$ cat src/rtl/int_arbiter_if.sv
// Bus bundle between the interrupt arbiter and its surroundings: raw source
// lines, Core acknowledge, the small register port and the request outputs.
//
// Handshake: there is no valid/ready pair on this port. reg_we is a one-cycle
// write strobe qualified by reg_addr/reg_wdata on the same rising edge.
// int_ack is a one-cycle pulse, honoured only when the arbiter is idle and has
// an eligible source. reg_rdata is combinational from reg_addr, with no strobe.
interface int_arbiter_if #(
  parameter int NSRC = 4
);
  logic [NSRC-1:0] src_irq;
  logic            int_ack;
  logic            reg_we;
  logic [1:0]      reg_addr;
  logic [31:0]     reg_wdata;
  logic [31:0]     reg_rdata;
  logic            out_interruption;
  logic [3:0]      active_id;
  logic            dbg_state;   // 0 = IDLE, 1 = SERVICE

  modport slave (
    input  src_irq, int_ack, reg_we, reg_addr, reg_wdata,
    output reg_rdata, out_interruption, active_id, dbg_state
  );

  modport master (
    output src_irq, int_ack, reg_we, reg_addr, reg_wdata,
    input  reg_rdata, out_interruption, active_id, dbg_state
  );
endinterface

$ cat src/rtl/int_arbiter.sv
// Fixed-priority interrupt arbiter. Raw lines are synchronised and
// edge-detected, latched as pending, masked, and the lowest enabled index is
// handed to the Core on acknowledge. There is no nesting: one source is in
// service until software writes EOI.
module int_arbiter #(
  parameter int NSRC        = 4,
  parameter int SYNC_STAGES = 2
) (
  input  logic         clk,
  input  logic         resetn,
  int_arbiter_if.slave bus
);

  typedef enum logic {
    ST_IDLE    = 1'b0,
    ST_SERVICE = 1'b1
  } state_t;

  localparam logic [1:0] ADDR_MASK    = 2'd0;
  localparam logic [1:0] ADDR_PENDING = 2'd1;
  localparam logic [1:0] ADDR_ID      = 2'd2;
  localparam logic [1:0] ADDR_EOI     = 2'd3;

  logic [SYNC_STAGES-1:0][NSRC-1:0] sync_q;
  logic [NSRC-1:0] prev_q;
  logic [NSRC-1:0] rise;
  logic [NSRC-1:0] pending_q, pending_d;
  logic [NSRC-1:0] mask_q, mask_d;
  logic [NSRC-1:0] eligible;
  logic [NSRC-1:0] w1c_clr;
  logic [NSRC-1:0] ack_clr;
  logic [2:0]      winner;
  logic            any_eligible;
  logic            mask_wr, pend_wr, eoi_wr;
  logic            ack_take;
  state_t          state_q;
  logic            out_int_q;
  logic [3:0]      active_id_q;
  logic [31:0]     rdata;

  // Synchroniser chain plus one extra flop holding the previous synced value.
  always_ff @(posedge clk or negedge resetn) begin
    if (!resetn) begin
      sync_q <= '0;
      prev_q <= '0;
    end else begin
      sync_q[0] <= bus.src_irq;
      for (int s = 1; s < SYNC_STAGES; s++) begin
        sync_q[s] <= sync_q[s-1];
      end
      prev_q <= sync_q[SYNC_STAGES-1];
    end
  end

  // Rising edges only; a line held high produces exactly one event.
  assign rise = sync_q[SYNC_STAGES-1] & ~prev_q;

  assign mask_wr = bus.reg_we && (bus.reg_addr == ADDR_MASK);
  assign pend_wr = bus.reg_we && (bus.reg_addr == ADDR_PENDING);
  assign eoi_wr  = bus.reg_we && (bus.reg_addr == ADDR_EOI);

  assign eligible     = pending_q & mask_q;
  assign any_eligible = |eligible;

  // Lowest set index wins; scanning downwards leaves the smallest one.
  always_comb begin
    winner = '0;
    for (int i = NSRC - 1; i >= 0; i--) begin
      if (eligible[i]) winner = 3'(i);
    end
  end

  // EOI takes precedence over a same-cycle acknowledge.
  assign ack_take = bus.int_ack && (state_q == ST_IDLE) && any_eligible && !eoi_wr;

  // Next pending/mask values; a fresh edge beats any clear in the same cycle.
  always_comb begin
    ack_clr = '0;
    for (int i = 0; i < NSRC; i++) begin
      ack_clr[i] = ack_take && (winner == 3'(i));
    end
    w1c_clr   = pend_wr ? bus.reg_wdata[NSRC-1:0] : '0;
    pending_d = (pending_q & ~(w1c_clr | ack_clr)) | rise;
    mask_d    = mask_wr ? bus.reg_wdata[NSRC-1:0] : mask_q;
  end

  // Pending and mask registers.
  always_ff @(posedge clk or negedge resetn) begin
    if (!resetn) begin
      pending_q <= '0;
      mask_q    <= '0;
    end else begin
      pending_q <= pending_d;
      mask_q    <= mask_d;
    end
  end

  // Service FSM with registered request and active id.
  always_ff @(posedge clk or negedge resetn) begin
    if (!resetn) begin
      state_q     <= ST_IDLE;
      out_int_q   <= 1'b0;
      active_id_q <= '0;
    end else begin
      case (state_q)
        ST_IDLE: begin
          if (eoi_wr) begin
            active_id_q <= '0;
          end
          if (ack_take) begin
            state_q     <= ST_SERVICE;
            active_id_q <= {1'b1, winner};
            out_int_q   <= 1'b0;
          end else begin
            out_int_q <= any_eligible;
          end
        end
        ST_SERVICE: begin
          // Request stays low; it is re-evaluated from IDLE one edge after EOI.
          out_int_q <= 1'b0;
          if (eoi_wr) begin
            state_q     <= ST_IDLE;
            active_id_q <= '0;
          end
        end
        default: begin
          state_q     <= ST_IDLE;
          out_int_q   <= 1'b0;
          active_id_q <= '0;
        end
      endcase
    end
  end

  // Combinational register read mux; ID write is a no-op and EOI reads 0.
  always_comb begin
    rdata = '0;
    case (bus.reg_addr)
      ADDR_MASK:    rdata[NSRC-1:0] = mask_q;
      ADDR_PENDING: rdata[NSRC-1:0] = pending_q;
      ADDR_ID:      rdata[4:0]      = {active_id_q[3], 1'b0, active_id_q[2:0]};
      default:      rdata           = '0;
    endcase
  end

  assign bus.reg_rdata        = rdata;
  assign bus.out_interruption = out_int_q;
  assign bus.active_id        = active_id_q;
  assign bus.dbg_state        = state_q;

endmodule

$ cat src/flat_wrapper.sv
// flat-port wrapper written by rule: the top's interface ports become plain ports
module int_arbiter_flat 
#(
  parameter int NSRC        = 4,
  parameter int SYNC_STAGES = 2
)
  (clk, resetn, bus_src_irq, bus_int_ack, bus_reg_we, bus_reg_addr, bus_reg_wdata, bus_reg_rdata, bus_out_interruption, bus_active_id, bus_dbg_state);
  int_arbiter_if #(.NSRC(NSRC)) bus_i ();
  input  logic clk;
  input  logic resetn;
  input wire logic [$bits(bus_i.src_irq)-1:0] bus_src_irq;
  input wire logic [$bits(bus_i.int_ack)-1:0] bus_int_ack;
  input wire logic [$bits(bus_i.reg_we)-1:0] bus_reg_we;
  input wire logic [$bits(bus_i.reg_addr)-1:0] bus_reg_addr;
  input wire logic [$bits(bus_i.reg_wdata)-1:0] bus_reg_wdata;
  output wire logic [$bits(bus_i.reg_rdata)-1:0] bus_reg_rdata;
  output wire logic [$bits(bus_i.out_interruption)-1:0] bus_out_interruption;
  output wire logic [$bits(bus_i.active_id)-1:0] bus_active_id;
  output wire logic [$bits(bus_i.dbg_state)-1:0] bus_dbg_state;
  assign bus_i.src_irq = bus_src_irq;
  assign bus_i.int_ack = bus_int_ack;
  assign bus_i.reg_we = bus_reg_we;
  assign bus_i.reg_addr = bus_reg_addr;
  assign bus_i.reg_wdata = bus_reg_wdata;
  assign bus_reg_rdata = bus_i.reg_rdata;
  assign bus_out_interruption = bus_i.out_interruption;
  assign bus_active_id = bus_i.active_id;
  assign bus_dbg_state = bus_i.dbg_state;
  int_arbiter #(.NSRC(NSRC), .SYNC_STAGES(SYNC_STAGES)) u_core (.clk(clk), .resetn(resetn), .bus(bus_i));
endmodule
$ cat config.mk
export PLATFORM = sky130hd
export DESIGN_NAME = int_arbiter_flat
export DESIGN_NICKNAME = d
export VERILOG_FILES = /design/src/rtl/int_arbiter_if.sv /design/src/rtl/int_arbiter.sv /design/src/flat_wrapper.sv
export SDC_FILE = /design/constraint.sdc
export NUM_CORES = 1
export LEC_CHECK = 0
export CORE_ASPECT_RATIO = 1.75
export CORE_MARGIN = 4
export CORE_UTILIZATION = 33
export CTS_CLUSTER_DIAMETER = 150
export CTS_CLUSTER_SIZE = 30
export DETAILED_ROUTE_END_ITERATION = 6
export PLACE_DENSITY = 0.84
export SYNTH_ARGS = -nofsm -noshare
export SYNTH_HDL_FRONTEND = slang
export SYNTH_SLANG_ARGS = --single-unit
$ cat constraint.sdc
create_clock -name clk -period 1.3 [get_ports clk]
set_clock_uncertainty 0.1 [all_clocks]
set_input_delay 0.195 -clock clk [delete_from_list [all_inputs] [get_ports clk]]
set_output_delay 0.195 -clock clk [all_outputs]
set_load 0.02 [all_outputs]
* Word level (Yosys, flattened, before mapping) *
Cells that the tools add are included.

word-level totals
  register bits after elaboration = 26
  bits of input ports = 42
  output and inout port bits = 38
  logic and storage cells = 51

operators by class
  equal/unequal tests = 6
  multiplexer cells = 15
  bitwise logic cells = 8
  reductions and logical operators = 14

operators by type and width
  cell                number
  $and 4x4->4         3
  $mux 4              3
  $pmux 4 s3          1
  $logic_and 1x1->1   10
  $eq 2x2->1 const B  4
  $mux 2              4
  $not 4->4           2
  $or 4x4->4          2
  $pmux 4 s2          1
  $eq 2x1->1 const B  2
  $mux 1              4
  $pmux 1 s2          2
  $reduce_or 4->1     1
  $logic_not 3->1     1
  $logic_not 2->1     1
  $logic_not 1->1     1
  $not 1->1           1

* Longest topological paths before layout *
Gate-level depths: netlist of the first run.

  depth in word-level cells = 11
  mapped depth = 5
  mapped depth without buffers = 4

* Worst setup path before layout of the first run *
Ideal clock, no wire load.

  kind = register to register
  from = register u_core.state_q (netlist: u_core.bus.dbg_state)
  to = register u_core.active_id_q[1] (netlist: u_core.bus.active_id[1])
  library setup time = 0.118 ns
  data arrival time = 1.300 ns
  required time = 1.082 ns
  slack = -0.219 ns
  stages on the path, launching flop included = 5
  path buffers = 0
  period minus slack after synthesis = 1.519 ns
  cell sequence = dfrtp_1 nand2b_1 a311oi_2 nor2_1 a21o_1

on the way
  cells in the longest elaborated chain, start to end = 6

ends and longest elaborated chain
  element                         line                                   RTL
  start, declared                 int_arbiter.sv:36                      state_t state_q;
  start signal, assigned          int_arbiter.sv:101                     state_q <= ST_IDLE;
  start signal, assigned          int_arbiter.sv:111                     state_q <= ST_SERVICE;
  start signal, assigned          int_arbiter.sv:122                     state_q <= ST_IDLE;
  $not 1->1                       int_arbiter.sv:74, int_arbiter.sv:105
  $logic_and 1x1->1 (3 in a row)  int_arbiter.sv:74                      assign ack_take = bus.int_ack && (state_q == ST_IDLE) && any_eligible && !eoi_wr;
  $mux 4                          int_arbiter.sv:110                     if (ack_take) begin
  $pmux 4 s2 *                    int_arbiter.sv:105                     case (state_q)
  end signal, assigned            int_arbiter.sv:112                     active_id_q <= {1'b1, winner};
  end, declared                   int_arbiter.sv:38                      logic [3:0] active_id_q;

Mark *: on every way between the ends. The rest lies on a longest branch, timed or not.
A chain may end at the register's enable or synchronous reset.

* Worst setup path after layout of the first run *
  from = register u_core.pending_q[2]
  to = register u_core.pending_q[3]

on the way
  cells in the longest elaborated chain, start to end = 10
  elaborated cells between the ends (all ways) = 13
  those cells by class = eq/ne (1); mux (3); bitwise (5); reduce/logical (4)

ends and longest elaborated chain
  element                        line               RTL
  start, declared                int_arbiter.sv:27  logic [NSRC-1:0] pending_q, pending_d;
  start signal, assigned         int_arbiter.sv:93  pending_q <= pending_d;
  $and 4x4->4 *                  int_arbiter.sv:62  assign eligible = pending_q & mask_q;
  $mux 2 (3 in a row)            int_arbiter.sv:69  if (eligible[i]) winner = 3'(i);
  $eq 2x2->1                     int_arbiter.sv:80  ack_clr[i] = ack_take && (winner == 3'(i));
  $logic_and 1x1->1 *            int_arbiter.sv:80
  $or 4x4->4 *                   int_arbiter.sv:83  pending_d = (pending_q & ~(w1c_clr | ack_clr)) | rise;
  $not 4->4 *                    int_arbiter.sv:83
  $and 4x4->4 *                  int_arbiter.sv:83
  $or 4x4->4 *                   int_arbiter.sv:83
  named net u_core.pending_d[3]  int_arbiter.sv:27

The timed path passes the listed nets; every way through them passes the cells marked *.

==> impl_results.md, run 1 <==
* Clock Tree Root: clkbuf_8
* DP Wirelength at 2040 µm
* Detailed Routing Iterations Pass 1 at 4
* Die area at around 4900 µm²
* Clock sink count at 26
* Max incr delay on CP at 0.40 ns
* Ports at 80
* Fraction of layout cells with a size suffix above 1 at 0.369
* Tot GR Track Use at 0.117
* Slowest cell on the critical path: dfrtp_1
* Initial antenna violation count at 0
* Vias at around 950
* CTS tree: built
* Std-Cell Rows at 29
* Placed insts at between 200 and 250
* Pins Over Slew Limit at 0
* # DRC at 0
* Startpoint types: register
* Sw frac at 0.322
* First-pass GRT wire length at 4170 µm
* Ys flop type: dfrtp_1
* R2r endpoint: u_core.pending_q[3]
* Tmin final at 1.57 ns
* Seq pwr share at 0.365
* Total chip power at 2.91 mW
* Number of H-tree levels at 1
* R2r worst-path depth at 5
* Via/cell ratio at 4.44
* Syn Std Cell Area at between 1000 and 1500 µm²
* Avg Inst Size Synth at 11.2 µm²
* Worst R2R Start: u_core.pending_q[2]
* Final setup margin at -0.270 ns
* Cts hold-fix bufs at 0
* Setup violations, final at 11
* Max Clk Rate at 637 MHz
* Core Region at 3660 µm²
* ANT cells at 0
* RSZ-0062 raised after global routing: true
* Cells after Synth at about 110
* Bufs and invs on worst path at 1
* CP cell instances: buf_6 -> and2_1 -> o21ai_0 -> nand3_1 -> a32o_1
* Area grow syn2layout at 40.5%
* Async set-or-reset flop fraction in the synthesized netlist at 1.00
* WL final at 2740 µm
* Die X at approximately 55 µm
* Worst hold path type: input pin to asynchronous set/reset pin
* CTS max path bufs at 2
* Top delay family on crit path: compound AO/OA/AOI/OAI gates
* Wire length per cell at 12.8 µm
* Status: finished with violations
* Clk Latency, worst-skew pair at 0.27 ns
* Die Span Y at 89.8 µm
* Gate power share at 0.406
* Worst VDD drop at 0.822 mV
* Switch Pwr at 0.936 mW
* Gr ovfl total at 0
* Final Cycle Share at 1.21
* Gpl congestion at between 0.7 and 0.8
* Crit path DAT at 1.64 ns
* Worst setup EP type: register
* CTS clk-pin slew, worst paths at 0.09 ns
* Inserted Clock Buffers at 3
* FF+latch count, synth at 26
* Power density over the cells at 1640 nW/µm²
* WS Path Type: register to register
* Worst R2R Setup Slack at -0.27 ns
* Max-Cap Viols at 0
* Hold slack at between 0.15 and 0.2 ns
* I/O Buffers at 24
* Vias in the first global route at 961
* CP required at 1.37 ns
* Largest net degree at the start of global routing at 27
* First DRT Iteration DRCs at 20
* Synth cell types at 24
* Routed Antenna Nets at 0
* Sequential area share after synthesis at 0.515
* Final hold violation count at 0
* Static leakage at a little under 0.9 nW
* Final nets at 211
* Syn. warnings at 0
* Initial Util at 0.344
* Total internal power at around 2.0 mW
* Crit-path max FO at 3
* Fin cells at around 210
* Clock power share at 0.229
* Failing checks: setup timing
* Number of synthesized flops with an enable pin at 0
-- sequential cells by signal, indices dropped and copies added (netlist names) --
register and cells:
u_core.bus.active_id 4, u_core.bus.dbg_state 1, u_core.bus.out_interruption 1, u_core.mask_q 4, u_core.pending_q 4, u_core.prev_q 4
u_core.sync_q 8
-- cell type report --
class                      count  area, µm²
clock buffer                   3       41.3
clock inverter                 1       30.0
fill                         350       1890
inverter                       4       15.0
multi-input combinational     81        531
sequential                    26        652
tap                           46       57.6
timing repair buffer          53        448
-- placed cells by master, fill, tap and decap left out, drive strengths merged --
cell type and n:
nand2b 1, dlygate4sd2 3, nor2b 1, dfrtp 26, clkbuf 4, inv 4, bufinv 1, and3 1
a311oi 2, a32o 4, nor2 4, nand4 1, clkdlybuf4s50 10, nor4 1, mux2i 4, nor3b 1
conb 27, a21o 3, nand2 13, clkdlybuf4s15 1, a22o 1, nand3 4, mux2 4, o21ai 5
and2 3, buf 38, a22oi 1
-- routing by layer --
layer,vias to the layer above,wire length [µm],track usage
li1,440,-,-
met1,456,828,0.104
met2,48,1590,0.222
met3,7,248,0.0215
met4,0,69,0.0582
met5,-,0,0
-- worst max path at each step --
| stage | cells past startpoint | to | slack [ns] | start |
|---|---|---|---|---|
| CTS | 6 | u_core.pending_q[3] | -0.25 | u_core.pending_q[2] |
| global placement | 5 | bus_reg_rdata[0] | -0.74 | bus_reg_addr[0] |
| floorplan | 4 | u_core.pending_q[3] | -0.12 | u_core.bus.dbg_state |
| global route | 5 | u_core.pending_q[3] | -0.38 | u_core.pending_q[2] |
| detailed placement | 5 | bus_reg_rdata[0] | -0.76 | bus_reg_addr[0] |
| finish | 5 | u_core.pending_q[3] | -0.27 | u_core.pending_q[2] |
-- synthesized netlist by cell type, drive strengths merged (3+ instances only) --
cell type | number | area [µm²]
a21o | 3 | 22.5
dfrtp | 26 | 651
mux2 | 4 | 45.0
mux2i | 4 | 40.0
a32o | 4 | 40.0
buf | 28 | 214
nand2 | 13 | 48.8
o21ai | 5 | 25.0
and2 | 3 | 18.8
nor2 | 4 | 15.0
nand3 | 4 | 20.0
inv | 4 | 15.0
-- cells by family (layout without fill, tap and decap cells) --
| logic type | count (synthesis) | count (layout) | share of synthesized area |
|---|---|---|---|
| DFF | 26 | 26 | 0.515 |
| AOI/OAI and AO/OA | 16 | 16 | 0.101 |
| other | 1 | 27 | 0.00297 |
| buffers and inverters | 32 | 61 | 0.181 |
| and+or+nand+nor | 30 | 30 | 0.132 |
| muxes | 8 | 8 | 0.0674 |
-- power by group through the flow --
stage / clock (mW) / sequential [mW] / combinational (mW)
CTS: 0.684 / 1.06 / 1.10
finish: 0.666 / 1.06 / 1.18
global route: 0.729 / 1.08 / 1.27
floorplan: 0 / 1.16 / 0.473
global placement: 0 / 1.07 / 1.08
detailed placement: 0 / 1.07 / 1.10
-- timing repair --
item | in CTS | in global routing
buffers inserted | 3 | 2
setup endpoints to repair | 25 | 15
pin swaps | 8 | 9
gates resized for setup | 61 | 9
-- per-stage QoR --
| step | cell area (µm²) | utilization | setup slack [ns] | TNS (ns) |
|---|---|---|---|---|
| after floorplan | 1370 | - | -0.115 | -0.348 |
| after global placement | 1660 | 0.452 | -0.741 | -11.15 |
| after detailed placement | 1660 | 0.452 | -0.762 | -11.39 |
| after CTS | 1740 | 0.474 | -0.245 | -1.15 |
| after global routing | 1770 | 0.484 | -0.380 | -2.24 |
| final | 1770 | 0.484 | -0.270 | -1.53 |
Note: power is estimated with default switching activity, not from simulation.
==> inputs of run 2 (changes only) <==
--- a/config.mk
+++ b/config.mk
@@ -9,7 +9,6 @@
 export CORE_MARGIN = 4
 export CORE_UTILIZATION = 33
 export CTS_CLUSTER_DIAMETER = 150
-export CTS_CLUSTER_SIZE = 30
 export DETAILED_ROUTE_END_ITERATION = 6
 export PLACE_DENSITY = 0.84
 export SYNTH_ARGS = -nofsm -noshare
==> results of run 2 <==
Same layout as run 1: the final DEF is identical, and so are final timing and power.
==> inputs of run 3 (changes only) <==
--- a/config.mk
+++ b/config.mk
@@ -5,12 +5,14 @@
 export SDC_FILE = /design/constraint.sdc
 export NUM_CORES = 1
 export LEC_CHECK = 0
+export CAP_MARGIN = 20
 export CORE_ASPECT_RATIO = 1.75
 export CORE_MARGIN = 4
 export CORE_UTILIZATION = 33
 export CTS_CLUSTER_DIAMETER = 150
 export DETAILED_ROUTE_END_ITERATION = 6
 export PLACE_DENSITY = 0.84
+export SETUP_SLACK_MARGIN = 0.15
 export SYNTH_ARGS = -nofsm -noshare
 export SYNTH_HDL_FRONTEND = slang
 export SYNTH_SLANG_ARGS = --single-unit
==> run 3 against run 2 <==
  * The run still ends with setup timing left
  * Sequential power is 4% higher
  * Sequential cell count stayed put
  * Largest power group unchanged
  * Core utilization is 4.3 points higher
  * Die area stayed put
  * Setup slack better by 0.061 ns
  * Clock power is 1% lower
  * Total power is 11% higher
  * Register-to-register slack better by 0.06 ns
  * Worst hold slack worse by 0.0019 ns
  * Non-clock buffer count is 8 higher
  * Routed wire length is 12% higher
  * Critical endpoint unchanged
==> impl_results.md, run 3 (synthesis results as in run 1) <==
* Worst hold path type: input pin to asynchronous set/reset pin
* Most frequent cells in the layout: conb_1 (27), dfrtp_1 (24), buf_6 (23)
* Std-Cell Rows at 29 (unchanged)
* Worst R2R Setup Slack at -0.21 ns (+0.06 ns)
* Placed insts at 205 (-0.49%)
* # DRC at 0 (unchanged)
* Ports at 80 (unchanged)
* ANT cells at 0 (unchanged)
* Crit-path max FO at 4 (+1)
* Inserted Clock Buffers at 3 (unchanged)
* Final instance area at 1930 µm² (+8.8%)
* Detailed Routing Iterations Pass 1 at 4 (unchanged)
* Total chip power at 3.23 mW (+11%)
* Worst setup EP type: register
* Fin cells at 222 (+3.7%)
* Biggest register: u_core.sync_q
* R2r worst-path depth at 5 (unchanged)
* Vias at 993 (+4.4%)
* Final setup margin at -0.209 ns (+0.0615 ns)
* Fraction of layout cells with a size suffix above 1 at 0.426 (+0.0571)
* Worst VDD drop at 0.724 mV (-12%)
* Die X at 54.8 µm (unchanged)
* I/O Buffers at 24 (unchanged)
* Startpoint types: register
* Tmin final at 1.51 ns (-0.0615 ns)
* Tot GR Track Use at 0.123 (+0.00629)
* First-pass GRT wire length at 4370 µm (+4.6%)
* Routed Antenna Nets at 0 (unchanged)
* Most common cell after layout, fill and taps aside: conb_1
* Setup violations, final at 13 (+2)
* Vias in the first global route at 973 (+1.2%)
* CTS tree: built
* Seq pwr share at 0.341 (-0.024)
* Initial antenna violation count at 0 (unchanged)
* Clk Latency, worst-skew pair at 0.27 ns (about the same)
* Max-Cap Viols at 0 (unchanged)
* Clock power share at 0.203 (-0.026)
* Final nets at 219 (+3.8%)
* Clock Tree Root: clkbuf_8
* CTS max path bufs at 2 (unchanged)
* Pins Over Slew Limit at 0 (unchanged)
* Area grow syn2layout at 52.9%
* Static leakage at 0.937 nW (+8.1%)
* Die area at 4920 µm² (unchanged)
* R2r endpoint: u_core.pending_q[3]
* Worst R2R Start: u_core.pending_q[2]
* Gate power share at 0.456 (+0.050)
* Cts hold-fix bufs at 0 (unchanged)
* Sw frac at 0.319 (-0.00245)
* Fillers at 310 (-11%)
* Max reg flops at 8 (unchanged)
* WS Path Type: register to register
* Crit path DAT at 1.57 ns (-0.07 ns)
* First DRT Iteration DRCs at 6 (-70%)
* Max Clk Rate at 663 MHz (+4.1%)
* Gpl congestion at 0.758 (-4.2%)
* Die Span Y at 89.8 µm (unchanged)
* Status: finished with violations
* CTS clk-pin slew, worst paths at 0.09 ns (about the same)
* Initial Util at 0.344 (unchanged)
* Hold slack at 0.172 ns (-0.00189 ns)
* CP required at 1.36 ns (about the same)
* Gr ovfl total at 0 (unchanged)
* Switch Pwr at 1.03 mW (+10%)
* WL final at 3070 µm (+12%)
* Number of H-tree levels at 1 (unchanged)
* Clock sink count at 26 (unchanged)
* Failing checks: setup timing
* Worst slack at placement at -0.747 ns (+0.0146 ns)
* Wire length per cell at 13.8 µm (+8.1%)
* Largest net degree at the start of global routing at 27 (unchanged)
* Total internal power at 2.20 mW (+12%)
* Via/cell ratio at 4.47 (+0.65%)
* Final hold violation count at 0 (unchanged)
* Final Cycle Share at 1.16 (-0.0473)
* DP Wirelength at 2050 µm (about the same)
* Area after DPL at 1660 µm² (about the same)
* RSZ-0062 raised after global routing: true
* Power density over the cells at 1680 nW/µm² (+2.1%)
* Core Region at 3660 µm² (unchanged)
==> run 3: cell types whose count changed in the layout (fill, tap and decap cells not counted), moves of 2 or more <==
| cell | before | now |
|---|---|---|
| buf_2 | 6 | 3 |
| buf_6 | 6 | 23 |
| dlygate4sd2_1 | 3 | 0 |
| mux2_2 | 4 | 2 |
| mux2_4 | 0 | 2 |
| buf_4 | 25 | 22 |
==> run 3: what timing repair did <==
item | in CTS | in global routing
gates resized for setup | 94 | 8
pin swaps | 12 | 3
buffers inserted | 9 | 4
setup endpoints to repair | 25 | 24
==> run 3: final cells by class <==
class                           count  area, µm²  share of cell area
Sequential cell                    26        653               0.338
Clock buffer                        3       41.3              0.0214
Tap cell                           46       57.6              0.0298
Timing Repair Buffer               61        574               0.297
Clock inverter                      1       30.0              0.0156
Inverter                            4       15.0             0.00778
Multi-Input combinational cell     81        559               0.290
==> run 3: worst max-delay path by stage <==
stage,startpoint,to
floorplan,u_core.bus.dbg_state,u_core.pending_q[3]
global placement,bus_reg_addr[1],bus_reg_rdata[2]
detailed placement,bus_reg_addr[0],bus_reg_rdata[0]
CTS,u_core.mask_q[2],u_core.pending_q[3]
global route,u_core.pending_q[2],u_core.pending_q[3]
finish,u_core.pending_q[2],u_core.pending_q[3]
==> run 3: layer usage <==
layer	vias up	wire (µm)	track usage
met2	56	1730	0.229
met1	467	919	0.110
met5	-	0	0
met4	0	144	0.0686
met3	13	275	0.0248
li1	457	-	-
==> run 3: power groups by stage <==
stage | Combinational (mW) | Sequential, mW | Clock (mW)
floorplan | 0.478 | 1.16 | 0
global placement | 1.08 | 1.08 | 0
detailed placement | 1.10 | 1.08 | 0
CTS | 1.37 | 1.08 | 0.681
global route | 1.58 | 1.12 | 0.700
finish | 1.47 | 1.10 | 0.657
==> run 3: metrics by stage <==
stage	util	setup TNS [ns]
final	0.527	-1.35
after global routing	0.527	-2.04
after CTS	0.514	-1.02
after detailed placement	0.452	-11.03
after global placement	0.452	-10.35
after floorplan	-	-0.348
==> run 3: critical path, stage by stage (launching register included) <==
cell     delay [ns]
dfrtp_1        0.41
a22oi_2        0.11
buf_4          0.15
nor4_4         0.29
nand3_1        0.11
a32o_1         0.23
